$ cat src/rtl/pipe_cla_pkg.sv
// Shared constants and per-stage payload type for the pipelined carry-lookahead adder.
// The payload is sized for the widest supported operand; narrower builds leave upper bits at zero.
package pipe_cla_pkg;

    localparam int DEF_WIDTH  = 32;
    localparam int DEF_BLK    = 4;
    localparam int DEF_STAGES = 2;
    localparam int PL_MAX_W   = 64;

    // sum fills from the top down, one segment per stage; opa/opb shift down as segments are consumed
    typedef struct packed {
        logic [PL_MAX_W-1:0] sum;
        logic [PL_MAX_W-1:0] opa;
        logic [PL_MAX_W-1:0] opb;
        logic                carry;
        logic                ovf;
    } cla_stage_t;

endpackage

$ cat src/rtl/pipe_cla_adder_cla_block.sv
// One BLK-bit generate/propagate carry-lookahead adder; every internal carry is a flat
// sum-of-products of g, p and the block carry-in.
module cla_block #(
    parameter int BLK = 4
) (
    input  logic [BLK-1:0] i_a,
    input  logic [BLK-1:0] i_b,
    input  logic           i_c,
    output logic [BLK-1:0] o_s,
    output logic           o_c
);

    logic [BLK-1:0] w_g;
    logic [BLK-1:0] w_p;
    logic [BLK:0]   w_c;

    assign w_g = i_a & i_b;
    assign w_p = i_a ^ i_b;

    always_comb begin
        logic w_term;
        logic w_pp;
        w_c    = '0;
        w_term = 1'b0;
        w_pp   = 1'b1;
        w_c[0] = i_c;
        for (int i = 0; i < BLK; i++) begin
            w_term = w_g[i];
            w_pp   = w_p[i];
            for (int j = i - 1; j >= 0; j--) begin
                w_term = w_term | (w_pp & w_g[j]);
                w_pp   = w_pp & w_p[j];
            end
            w_c[i+1] = w_term | (w_pp & i_c);
        end
    end

    assign o_s = w_p ^ w_c[BLK-1:0];
    assign o_c = w_c[BLK];

endmodule

$ cat src/rtl/pipe_cla_adder.sv
// Pipelined add/subtract: STAGES carry segments, each built from rippled cla_block lookahead blocks,
// with a bubble-collapsing valid/ready pipeline. Define PIPE_CLA_OVF_EN to produce signed overflow.
module pipe_cla_adder
    import pipe_cla_pkg::*;
#(
    parameter int WIDTH  = DEF_WIDTH,
    parameter int BLK    = DEF_BLK,
    parameter int STAGES = DEF_STAGES
) (
    input  logic             clk,
    input  logic             rst,
    input  logic             in_valid,
    output logic             in_ready,
    input  logic [WIDTH-1:0] a,
    input  logic [WIDTH-1:0] b,
    input  logic             cin,
    input  logic             in_sub,
    output logic             out_valid,
    input  logic             out_ready,
    output logic [WIDTH-1:0] s,
    output logic             cout,
    output logic             ovf
);

    localparam int SEG  = WIDTH / STAGES;
    localparam int NBLK = SEG / BLK;

    if (WIDTH % (BLK * STAGES) != 0) begin : g_bad_geom
        $error("pipe_cla_adder: WIDTH must be a multiple of BLK*STAGES");
    end
    if (WIDTH > PL_MAX_W) begin : g_bad_width
        $error("pipe_cla_adder: WIDTH exceeds payload capacity");
    end

    for (genvar k = 0; k < STAGES; k++) begin : g_stage
        cla_stage_t     w_src;
        cla_stage_t     w_nxt;
        cla_stage_t     r_stage;
        logic           r_v;
        logic           w_vin;
        logic           w_adv;
        logic           w_ovf;
        logic [SEG-1:0] w_sum;

        // subtraction is folded in at capture: b inverted, carry-in forced to 1
        if (k == 0) begin : g_head
            always_comb begin
                w_src                = '0;
                w_src.opa[WIDTH-1:0] = a;
                w_src.opb[WIDTH-1:0] = in_sub ? ~b : b;
                w_src.carry          = in_sub | cin;
            end
            assign w_vin = in_valid;
        end else begin : g_body
            assign w_src = g_stage[k-1].r_stage;
            assign w_vin = g_stage[k-1].r_v;
        end

        if (k == STAGES - 1) begin : g_tail
            assign w_adv = !r_v || out_ready;
        end else begin : g_mid
            assign w_adv = !r_v || g_stage[k+1].w_adv;
        end

        for (genvar j = 0; j < NBLK; j++) begin : g_blk
            logic w_ci;
            logic w_co;
            if (j == 0) begin : g_c0
                assign w_ci = w_src.carry;
            end else begin : g_cn
                assign w_ci = g_blk[j-1].w_co;
            end
            cla_block #(.BLK(BLK)) u_cla (
                .i_a (w_src.opa[j*BLK +: BLK]),
                .i_b (w_src.opb[j*BLK +: BLK]),
                .i_c (w_ci),
                .o_s (w_sum[j*BLK +: BLK]),
                .o_c (w_co)
            );
        end

`ifdef PIPE_CLA_OVF_EN
        if (k == STAGES - 1) begin : g_ovf
            assign w_ovf = (w_src.opa[SEG-1] == w_src.opb[SEG-1]) && (w_sum[SEG-1] != w_src.opa[SEG-1]);
        end else begin : g_no_ovf
            assign w_ovf = 1'b0;
        end
`else
        assign w_ovf = 1'b0;
`endif

        always_comb begin
            w_nxt                         = '0;
            w_nxt.sum                     = w_src.sum >> SEG;
            w_nxt.sum[PL_MAX_W-1 -: SEG]  = w_sum;
            w_nxt.opa                     = w_src.opa >> SEG;
            w_nxt.opb                     = w_src.opb >> SEG;
            w_nxt.carry                   = g_blk[NBLK-1].w_co;
            w_nxt.ovf                     = w_ovf;
        end

        always_ff @(posedge clk or posedge rst) begin
            if (rst) begin
                r_v     <= 1'b0;
                r_stage <= '0;
            end else if (w_adv) begin
                r_v     <= w_vin;
                r_stage <= w_nxt;
            end
        end
    end

    assign in_ready  = g_stage[0].w_adv;
    assign out_valid = g_stage[STAGES-1].r_v;
    assign s         = g_stage[STAGES-1].r_stage.sum[PL_MAX_W-1 -: WIDTH];
    assign cout      = g_stage[STAGES-1].r_stage.carry;
`ifdef PIPE_CLA_OVF_EN
    assign ovf       = g_stage[STAGES-1].r_stage.ovf;
`else
    assign ovf       = 1'b0;
`endif

endmodule

$ cat config.mk
export PLATFORM = sky130hd
export DESIGN_NAME = pipe_cla_adder
export DESIGN_NICKNAME = d
export VERILOG_FILES = /design/src/rtl/pipe_cla_pkg.sv /design/src/rtl/pipe_cla_adder_cla_block.sv /design/src/rtl/pipe_cla_adder.sv
export SDC_FILE = /design/constraint.sdc
export NUM_CORES = 1
export LEC_CHECK = 0
export BUFFER_PORTS_ARGS = -buffer_cell sky130_fd_sc_hd__buf_2
export CAP_MARGIN = 25
export CORE_MARGIN = 2
export CORE_UTILIZATION = 39
export CTS_BUF_LIST = sky130_fd_sc_hd__clkbuf_8
export CTS_CLUSTER_DIAMETER = 120
export CTS_CLUSTER_SIZE = 25
export DETAILED_ROUTE_END_ITERATION = 12
export PLACE_DENSITY_LB_ADDON = 0.12
export SLEW_MARGIN = 20
export SYNTH_ARGS = -nofsm -noshare
export SYNTH_HDL_FRONTEND = slang
export SYNTH_HIERARCHICAL = 1
export SYNTH_SLANG_ARGS = --single-unit
$ cat constraint.sdc
create_clock -name clk -period 6.1 [get_ports clk]
set_input_delay 0.915 -clock clk [delete_from_list [all_inputs] [get_ports clk]]
set_output_delay 0.915 -clock clk [all_outputs]
set_load 0.05 [all_outputs]
==> After elaboration in Yosys (flattened, before gate mapping) <==
Cells that the tools add are included.
{ "op_classes": {"addsub": 0, "n_mul": 0, "n_div": 0, "magnitude_cmp": 0, "eq_ne": 0, "n_shift": 0, "mux": 1, "n_bitwise": 234, "reduce_logical": 4} }
{ "op_table": {"columns": ["cell", "n"], "rows": [
  ["AND 1 bit", 128],
  ["bitwise OR 1 bit", 81],
  ["bitwise XOR 4 bit", 16],
  ["AND 4 bit", 8],
  ["2-to-1 mux 32 bit", 1],
  ["NOT 32 bit", 1],
  ["zero test 1 bit", 2],
  ["logical OR 1 bit", 2]
]} }
{ "totals": {"register_bits": 84, "latchBits": 0, "mem_bits_rw": 0, "rom_bits": 0, "out_inout_bits": 36, "mem_count": 0} }

==> Depth between registers and ports, before layout <==
{ "logic_depth": {"depth_word": 15, "ltp_mapped": 17} }

==> By module <==
The synthesis kept the hierarchy.
{ "modules_own_cells": {"columns": ["module", "instances", "cells_each", "area_per_inst_um2", "seq_area_each_um2"], "rows": [
  ["pipe_cla_adder", 1, 219, 3643.5, 2102.0],
  ["cla_block (g_stage[0].g_blk[3].u_cla ...)", 4, 13, 132.6, 0.0],
  ["cla_block (g_stage[0].g_blk[0].u_cla ...)", 3, 17, 147.6, 0.0],
  ["cla_block (g_stage[1].g_blk[2].u_cla)", 1, 14, 136.4, 0.0]
]} }

==> Least setup slack after synthesis <==
No wires, ideal clock.
{ "synth_timing": {"path_type": "input to register", "start": "input port in_sub", "end": "register g_stage[0].r_stage (netlist bit g_stage[1].g_blk[0].w_ci)", "setup_ps": 125, "arrival_time_ps": 4193, "required_ps": 5975, "path_slack_ps": 1782, "stages": 17, "path_cell_list": "buf_6 > buf_4 > xor2_1 > ha_1 > a21o_1 > a31o_1 > a21o_1 > a21o_1 > a31o_1 > a21o_1 > a21o_1 > a31o_1 > a21o_1 > a21o_1 > a31o_1 > a21o_1 > mux2_2"} }
{ "synth_lines": {"columns": ["element", "line", "source"], "rows": [
  ["start: declaration", "pipe_cla_adder.sv:17", "input logic in_sub,"],
  ["end signal: assignment", "pipe_cla_adder.sv:108", "r_stage <= w_nxt;"],
  ["end: declaration", "pipe_cla_adder.sv:38", "cla_stage_t r_stage;"]
]} }

==> flow_summary.json <==
{
  "status": "completed",
  "switching_power_uw": 888,
  "required_ns": 6.33,
  "die_x_um": 114,
  "syn_inst": 336,
  "synth_top_family_by_area": "multiplexers",
  "swShare_pct": 40.7,
  "synth.distinct_cells": 23,
  "die_height_um": 114,
  "syn_nets": 446,
  "critPathMaxFanout": 16,
  "viasPerCell": 4.72,
  "muxShareOfSynthArea_pct": 21.7,
  "yosysWarnings": 6,
  "start_util_pct": 39.7,
  "rsz0062_at_grt": "false",
  "grt_max_degree": 52,
  "antenna_found_initial": 0,
  "crit_buf_inv": 1,
  "row_count": 40,
  "root_buffer": "clkbuf_8",
  "grt_overflow": 0,
  "path_clk_slew_ns": 0.08,
  "cts_sinks": 84,
  "cp_slowest_stage_delay_ns": 0.40,
  "endpoint_kind": "flop",
  "synth_xor_area_share_pct": 10.3,
  "p_leak_nw": 2.81,
  "synth_compound_area_share_pct": 6.03,
  "path_cells": "buf_2, xor2_1, ha_1, a21o_1, a31o_1, a21o_1, a21o_1, a31o_1, a21o_1, a21o_1, a31o_1, a21o_1, a21o_1, a31o_1, a21o_1, mux2_2",
  "yosysTopAreaCellShare_pct": 44.2,
  "min_period_over_period_pct": 71.0,
  "dr.pass1.iters": 4,
  "cp_top_family": "compound AO/OA/AOI/OAI gates",
  "yosysTopAreaCell": "dfrtp_1",
  "relSlewSlack_pct": 47.9,
  "grt_usage_pct": 14.2,
  "pwr_density_cell_nw_per_um2": 397,
  "gp_congestion": 0.702,
  "ir_drop_mv": 0.240,
  "synth-simple-area-share_pct": 1.11,
  "ant_nets": 0,
  "area_delta_synth_final_pct": 15.7,
  "finalCriticalPeriod_ns": 4.33,
  "preCtsSetupSlack_ns": 1.41,
  "htreeDepth": 3,
  "hpwl_um": 6180,
  "synth_fa_ha_area_share_pct": 11.8,
  "ys_seq_elements": 84,
  "cts_tree": "yes",
  "post_cts_buffers": 0,
  "drv_cap": 0,
  "cts_resized": 0,
  "boundaryPins": 106,
  "netlist_top_cells_area": "dfrtp_1, mux2_2, mux2_4",
  "total_power_mw": 2.18,
  "drive_gt1_share_pct": 45.7,
  "hold_class": "reg -> reg",
  "setup_viol": 0,
  "hold_viol": 0,
  "netlist_area_um2": 4750,
  "skew_ns": 0.00673,
  "via_count": 2792,
  "arrival_ns": 4.56,
  "cts-hold-fix-buffers": 0,
  "wl_per_cell_um": 14.4,
  "clock_path_buffers": 2,
  "report.final.slew_viol_count": 0,
  "crit_path_start_kind": "primary input",
  "num-nets-final": 551,
  "final_core_util_pct": 46.0,
  "p_seq_share_pct": 37.7,
  "yosysSeqAreaShare_pct": 44.2,
  "combPwrFrac_pct": 45.4,
  "fin_ws_ns": 1.77,
  "fmax_mhz": 231,
  "syn_area_per_cell_um2": 14.1,
  "clock_latency_ns": 0.34,
  "clkPwrFrac_pct": 16.8,
  "whs_ns": 0.502,
  "cpMaxStageDelayCell": "buf_2",
  "die-area_um2": 13100,
  "finalWirelength_um": 8520,
  "tns_ns": 0,
  "portBuffers": 104,
  "first_global_vias": 2999,
  "p_int_mw": 1.29,
  "grt_first_pass_wirelength_um": 14500,
  "drt_iter0_markers": 105,
  "crit_type": "in -> reg",
  "diodes": 0,
  "drc": 0,
  "crit_top_cell": "a21o_1",
  "numCtsBuffers": 9,
  "coreArea_um2": 12000,
  "worst_slew_pin_slew_ns": 0.782
}
==> sequential cells by signal (all words and copies together) (netlist names) <==
register,flops
g_stage.r_v,1
s,32
g_stage.r_stage,48
g_stage.g_blk.w_ci,1
out_valid,1
cout,1
==> cell usage in the layout, fill, tap and decap left out <==
cell type,Yosys,routed
bufinv_16,0,1
or2_2,1,1
inv_1,13,14
a21oi_1,7,7
nor2_1,2,2
clkinv_2,0,3
fa_1,8,8
o21ai_0,1,1
nand2b_2,0,1
mux2_2,49,49
o21bai_1,1,1
a31o_1,7,7
conb_1,1,1
buf_4,2,3
dfrtp_1,84,84
a21o_1,22,22
clkbuf_8,0,9
xnor2_1,10,10
a211oi_2,1,1
mux2_1,4,4
mux2_4,29,29
ha_1,32,32
buf_2,0,104
xor2_1,46,46
buf_12,3,1
nand3b_4,1,1
nand2b_1,3,2
==> cell usage after synthesis <==
cell	number
nand3b_4	1
mux2_4	29
mux2_2	49
a21oi_1	7
a21o_1	22
buf_12	3
buf_6	9
buf_4	2
nor2_1	2
inv_1	13
xnor2_1	10
xor2_1	46
nand2b_1	3
mux2_1	4
a211oi_2	1
fa_1	8
or2_2	1
ha_1	32
o21bai_1	1
a31o_1	7
o21ai_0	1
dfrtp_1	84
conb_1	1
==> per-stage QoR <==
stage | cells | area, µm²
after floorplan | 336 | 4750
after CTS | 591 | 5500
after global placement | 576 | 5310
after global routing | 591 | 5500
after detailed placement | 577 | 5330
final | 591 | 5500
==> final cells by class <==
class / count / area (µm²)
clock buffer: 9 / 124
timing repair buffer: 108 / 563
clock inverter: 5 / 47.5
inverter: 13 / 50.0
tap: 147 / 184
sequential: 84 / 2100
fill: 1120 / 6460
multi-input combinational: 225 / 2430
==> layer usage <==
| layer | vias up | wire, µm | track usage [%] |
|---|---|---|---|
| met4 | 0 | 150 | 4.80 |
| li1 | 1367 | - | - |
| met1 | 1349 | 4090 | 19.2 |
| met2 | 66 | 3940 | 22.1 |
| met5 | - | 0 | 0 |
| met3 | 10 | 346 | 3.65 |
==> power by group through the flow <==
stage                     Sequential [mW]  Clock (mW)  Combinational (mW)
final                               0.823       0.368               0.992
after global routing                0.848       0.404                1.07
after CTS                           0.827       0.385                1.01
after detailed placement            0.837           0                1.00
after global placement              0.830           0               0.993
after floorplan                      1.18           0               0.449
==> worst register-to-register path: stages, from the launching register on <==
cell      delay (ns)
dfrtp_1         0.39
ha_1            0.34
a21o_1          0.19
a31o_1          0.21
a21o_1          0.21
a21o_1          0.20
a31o_1          0.24
a21o_1          0.22
a211oi_2        0.27
o21bai_1        0.14
a21o_1          0.22
a21o_1          0.20
a31o_1          0.24
a21o_1          0.18
mux2_4          0.25
==> final timing paths <==
| check | startpoint | end | slack [ns] | cells past startpoint |
|---|---|---|---|---|
| setup / recovery | in_sub | g_stage[1].g_blk[0].w_ci$_DFFE_PP0P_ | 1.77 | 16 |
| hold / removal | g_stage[0].r_stage[180]$_DFFE_PP0P_ | s[2]$_DFFE_PP0P_ | 0.50 | 1 |
| setup reg to reg | g_stage[0].r_stage[68]$_DFFE_PP0P_ | cout$_DFFE_PP0P_ | 2.51 | 14 |
| hold reg to reg | g_stage[0].r_stage[180]$_DFFE_PP0P_ | s[2]$_DFFE_PP0P_ | 0.50 | 1 |
| max in group asynchronous | rst | g_stage[0].r_stage[67]$_DFFE_PP0P_ | 4.77 | 4 |
| min in group asynchronous | rst | g_stage[0].r_stage[14]$_DFFE_PP0P_ | 0.71 | 3 |
==> cells by family (layout without fill, tap and decap cells) <==
logic type | after synthesis | count (layout)
AOI/OAI and AO/OA | 39 | 39
buffers and inverters | 27 | 135
muxes | 82 | 82
adders and majority gates | 40 | 40
and+or+nand+nor | 7 | 7
other | 1 | 1
xor gates and xnor gates | 56 | 56
DFF | 84 | 84
Note: power is estimated with default switching activity, not from simulation.
